File: config.mk
export PLATFORM = sky130hd
export DESIGN_NAME = reg_file_sb
export DESIGN_NICKNAME = d
export VERILOG_FILES = /design/src/rtl/rv_pkg.sv /design/src/rtl/rf_scoreboard.sv /design/src/rtl/reg_file_sb.sv
export SDC_FILE = /design/constraint.sdc
export NUM_CORES = 2
export LEC_CHECK = 0
export BUFFER_PORTS_ARGS = -buffer_cell sky130_fd_sc_hd__buf_4
export CAP_MARGIN = 40
export CORE_UTILIZATION = 39
export CTS_CLUSTER_SIZE = 28
export DETAILED_ROUTE_END_ITERATION = 10
export PLACE_DENSITY = 0.56
export SYNTH_ARGS = -nofsm -noshare
export SYNTH_HDL_FRONTEND = slang
export SYNTH_SLANG_ARGS = --single-unit
File: constraint.sdc
create_clock -name clk -period 3.6 [get_ports clk]
set_clock_uncertainty 0.15 [all_clocks]
set_input_delay 0.36 -clock clk [delete_from_list [all_inputs] [get_ports clk]]
set_output_delay 0.36 -clock clk [all_outputs]
set_load 0.005 [all_outputs]
File: src/rtl/rv_pkg.sv
// Shared register-file constants: default widths, register count and the hardwired-zero index.
// Combinational and registered stages elsewhere take their defaults from here.
package rv_pkg;
    localparam int XLEN     = 32;
    localparam int NREG     = 32;
    localparam int REG_AW   = $clog2(NREG);
    localparam int REG_ZERO = 0;

    typedef logic [REG_AW-1:0] reg_addr_t;
endpackage

File: src/rtl/rf_scoreboard.sv
// Write-pending scoreboard: one pending bit per register, set on issue, cleared on write-back.
// Latency: iss_ok is combinational; pend_vec updates on the next rising edge.
// Backpressure: iss_ok=0 stalls decode, which holds iss_addr and retries with no state change.
module rf_scoreboard #(
    parameter int NREG = rv_pkg::NREG,
    parameter int AW   = $clog2(NREG)
) (
    input  logic            clk,
    input  logic            rst,
    input  logic            wr_en,
    input  logic [AW-1:0]   wr_addr,
    input  logic            iss_en,
    input  logic [AW-1:0]   iss_addr,
    output logic            iss_ok,
    output logic [NREG-1:0] pend_vec
);
    import rv_pkg::*;

    logic [NREG-1:0] pend_q;
    logic [NREG-1:0] pend_d;
    logic            wr_live;
    logic            iss_live;

    assign wr_live  = wr_en && (wr_addr != AW'(REG_ZERO));
    // A write landing this cycle retires the old producer, so a new reservation may proceed.
    assign iss_ok   = (iss_addr == AW'(REG_ZERO)) || !pend_q[iss_addr]
                      || (wr_en && (wr_addr == iss_addr));
    assign iss_live = iss_en && iss_ok && (iss_addr != AW'(REG_ZERO));

    // Set is applied after clear so a new producer stays outstanding.
    always_comb begin
        pend_d = pend_q;
        if (wr_live) begin
            pend_d[wr_addr] = 1'b0;
        end
        if (iss_live) begin
            pend_d[iss_addr] = 1'b1;
        end
    end

    always_ff @(posedge clk) begin
        if (rst) begin
            pend_q <= '0;
        end else begin
            pend_q <= pend_d;
        end
    end

    assign pend_vec = pend_q;
endmodule

File: src/rtl/reg_file_sb.sv
// Multi-read-port integer register file with hardwired-zero x0 and write-pending scoreboard.
// Latency: reads zero-cycle combinational; writes visible next cycle (same cycle with REGFILE_BYPASS_EN).
// Backpressure: none on reads/writes; issue stalls via iss_ok when the destination is still pending.
module reg_file_sb #(
    parameter int XLEN = rv_pkg::XLEN,
    parameter int NREG = rv_pkg::NREG,
    parameter int NRD  = 2,
    parameter int AW   = $clog2(NREG)
) (
    input  logic                clk,
    input  logic                rst,
    input  logic [NRD*AW-1:0]   rd_addr,
    output logic [NRD*XLEN-1:0] rd_data,
    output logic [NRD-1:0]      rd_busy,
    input  logic                wr_en,
    input  logic [AW-1:0]       wr_addr,
    input  logic [XLEN-1:0]     wr_data,
    input  logic                iss_en,
    input  logic [AW-1:0]       iss_addr,
    output logic                iss_ok,
    output logic [NREG-1:0]     pend_vec
);
    import rv_pkg::*;

    logic [XLEN-1:0] regs [NREG];

    rf_scoreboard #(
        .NREG (NREG),
        .AW   (AW)
    ) u_sb (
        .clk      (clk),
        .rst      (rst),
        .wr_en    (wr_en),
        .wr_addr  (wr_addr),
        .iss_en   (iss_en),
        .iss_addr (iss_addr),
        .iss_ok   (iss_ok),
        .pend_vec (pend_vec)
    );

    always_ff @(posedge clk) begin
        if (rst) begin
            for (int i = 0; i < NREG; i++) begin
                regs[i] <= '0;
            end
        end else if (wr_en && (wr_addr != AW'(REG_ZERO))) begin
            regs[wr_addr] <= wr_data;
        end
    end

    for (genvar k = 0; k < NRD; k++) begin : g_rd
        logic [AW-1:0]   addr;
        logic [XLEN-1:0] data;
        logic            busy;

        assign addr = rd_addr[k*AW +: AW];

        always_comb begin
            data = '0;
            busy = 1'b0;
            if (addr != AW'(REG_ZERO)) begin
                data = regs[addr];
                busy = pend_vec[addr];
`ifdef REGFILE_BYPASS_EN
                // Forwarded value belongs to this consumer even if the reg is re-reserved now.
                if (wr_en && (wr_addr == addr)) begin
                    data = wr_data;
                    busy = 1'b0;
                end
`endif
            end
        end

        assign rd_data[k*XLEN +: XLEN] = data;
        assign rd_busy[k]              = busy;
    end
endmodule

==> flow_summary.yaml <==
worst_setup_path:
  start_kind: "flop"
  slowest_delay_ns: 0.53
  critPathMaxFanout: 5
  cp_slowest_cell: "mux4_2"
  criticalPathCategory: "flop to output port"
  cp.arrival_ns: 2.80
  critPathCaptureType: "output port"
  crit_required_ns: 3.09
  crit_top_cell: "mux4_2"
  cp_cell_sequence: "mux4_2, mux4_2, inv_1, o21ai_1, buf_4"
placed_design:
  place_area_sq_um: 61460
  gp_congestion: 0.8482
  dp_hpwl_um: 123500
  port_buffers: 154
  place_ws_ns: 0.2983
global_routing:
  grt_pass1_vias: 35090
  met1_usage: 0.3685
  grt_pass1_wl_um: 281800
  antenna_found_initial: 30
  grt-busiest-layer: "met2"
  use_met3: 0.05063
  grt_start_max_net_pins: 51
  globalRouteMet2Util: 0.4533
  grt.overflow.total: 0
  grt_usage: 0.2764
cts:
  clk_path_buf_depth: 3
  cts_sinks: 1056
  clk_latency_ns: 0.77
  clkTransAtPathRegs_ns: 0.06
  cts_buffers: 117
  htreeDepth: 3
  root_buffer: "clkbuf_16"
  cts_tree: "built"
  cts_setup_buffers: 0
synthesis:
  synth_edf_count: 1024
  ys_types: 51
  yosysSeqAreaShare: 0.5519
  synthCells: 3589
  synthFlopType: "edfxtp_1"
  syn_area_per_cell_sq_um: 15.85
  async_flop_share: 0
  ys_ff_latch: 1056
  ys.warnings.count: 0
  syn_area_sq_um: 56880
  synthTopCellsByArea: "edfxtp_1 54%, mux4_2 26%, and2_1 11%"
  synth_top_area_cell: "edfxtp_1"
  synthDominantCellAreaShare: 0.5406
routing:
  first_iter_violations: 4443
  drtAntennaViolNets: 0
  drc: 0
  totalWireLength_um: 203000
  wl_per_cell_um: 35.24
  drtPass1Iterations: 5
  vias: 35050
  via_per_inst: 6.085
pwr:
  vdd_drop_max_mv: 0.3862
  pwr_density_cell_nw_per_um2: 467.6
  p_leak_uw: 0.02268
die:
  core_sq_um: 144200
  initial_core_util: 0.3945
  io_pins: 155
  die_h_um: 383.9
  die_width_um: 383.9
  die_area_sq_um: 147400
  row_count: 139
sta:
  rsz0062_at_grt: "no"
  period_share: 0.9203
  period_minus_slack_ns: 3.313
  setup_viol: 0
  relSlewSlack: 0.3801
  hold_viol: 0
  maxSlewViolCount: 0
  worst_pin_slew_ns: 0.9298
  fmax_mhz: 301.8
  tns_ns: 0
  setup_ws_ns: 0.2868
final_layout:
  final_core_util: 0.4559
  drive_gt1_frac: 0.3291
  fill_cells: 12300
  design_area_sq_um: 65730
  final_cell_mix: "1,024 x edfxtp_1, 993 x and2_1, 660 x mux4_2"
  mostFrequentLayoutCell: "edfxtp_1"
  nNetsFinal: 3799
  area_growth_pct: 15.56
outcome:
  status: "completed"
job:
  cap_violations: 0
hold_path:
  min_path_type: "input pin to flop"
[per-layer routing]
metal | routed length [um] | vias up
met4 | 7300 | 4
met1 | 78620 | 18630
li1 | - | 14040
met5 | 27 | -
met3 | 18090 | 393
met2 | 98920 | 1981
[worst max-delay path, delay by kind of cell, from the launching register on]
family	cells	cell delay [ns]
buffers and inverters	2	0.33
muxes	2	1.05
AOI/OAI and AO/OA	1	0.22
DFF	1	0.42
[metrics by stage]
| stage | power, uW | hold WS (ns) | cells |
|---|---|---|---|
| after floorplan | 16950 | 0.3309 | 3620 |
| after global placement | 18580 | 0.3742 | 5487 |
| final | 30740 | 0.04280 | 5759 |
| after CTS | 30870 | 0.002559 | 5750 |
| after global routing | 31500 | 0.02992 | 5753 |
| after detailed placement | 18630 | 0.3779 | 5490 |
[state kept, by name, indices dropped and copies added (netlist names)]
signal	count
regs	1024
u_sb.pend_vec	32
[worst paths after layout]
| kind | start | end | slack, ns | cells after the start |
|---|---|---|---|---|
| min reg2reg | u_sb.pend_vec[8] | u_sb.pend_vec[8] | 0.39 | 2 |
| min | rst | regs[0][28] | 0.04 | 2 |
| max | u_sb.pend_vec[2] | rd_busy[1] | 0.29 | 5 |
| max reg2reg | u_sb.pend_vec[0] | u_sb.pend_vec[29] | 1.18 | 8 |
[Yosys cell counts, drive strengths merged, types with 4 or more instances]
cell	number
edfxtp	1024
and2	993
mux4	660
clkbuf	273
buf	110
o21ai	106
inv	99
nand2	98
nor2	62
dfxtp	32
a21o	23
mux2i	15
o211ai	11
nand3	8
a21oi	6
o22ai	6
or3b	6
and3	5
nand2b	5
nand3b	5
nor3	4
nor3b	4
xor2	4
[layout make-up]
| type | instances | area [sq um] | area share |
|---|---|---|---|
| clock buffers | 130 | 3019 | 0.04593 |
| multi-input cells | 2082 | 23620 | 0.3594 |
| well taps | 1903 | 2381 | 0.03622 |
| repair buffers | 387 | 4071 | 0.06194 |
| clock inverters | 93 | 853.3 | 0.01298 |
| inverters | 99 | 371.6 | 0.005654 |
| flip-flops and latches | 1056 | 31390 | 0.4776 |
| diodes | 9 | 22.52 | 0.0003426 |
[cell families after synthesis]
family | synth area share
AND/OR/NAND/NOR | 0.1275
flip-flops | 0.5519
multiplexers | 0.2642
buffers and inverters | 0.03894
AO/OA/AOI/OAI | 0.01663
XOR/XNOR | 0.0007699
other | 0.00006593
[where the power goes]
| part | switching [uW] | total (uW) | internal (uW) | leakage (uW) |
|---|---|---|---|---|
| clock | 5290 | 12300 | 7020 | 0.00191 |
| sequential | 331 | 14500 | 14200 | 0.0100 |
| combinational | 2090 | 3930 | 1850 | 0.0107 |
[timing repair]
| action | CTS | global route |
|---|---|---|
| hold buffers | 37 | 0 |
| resized for setup | 0 | 0 |
| hold endpoints to repair | 923 | 0 |
(Power assumes the default switching activity.)
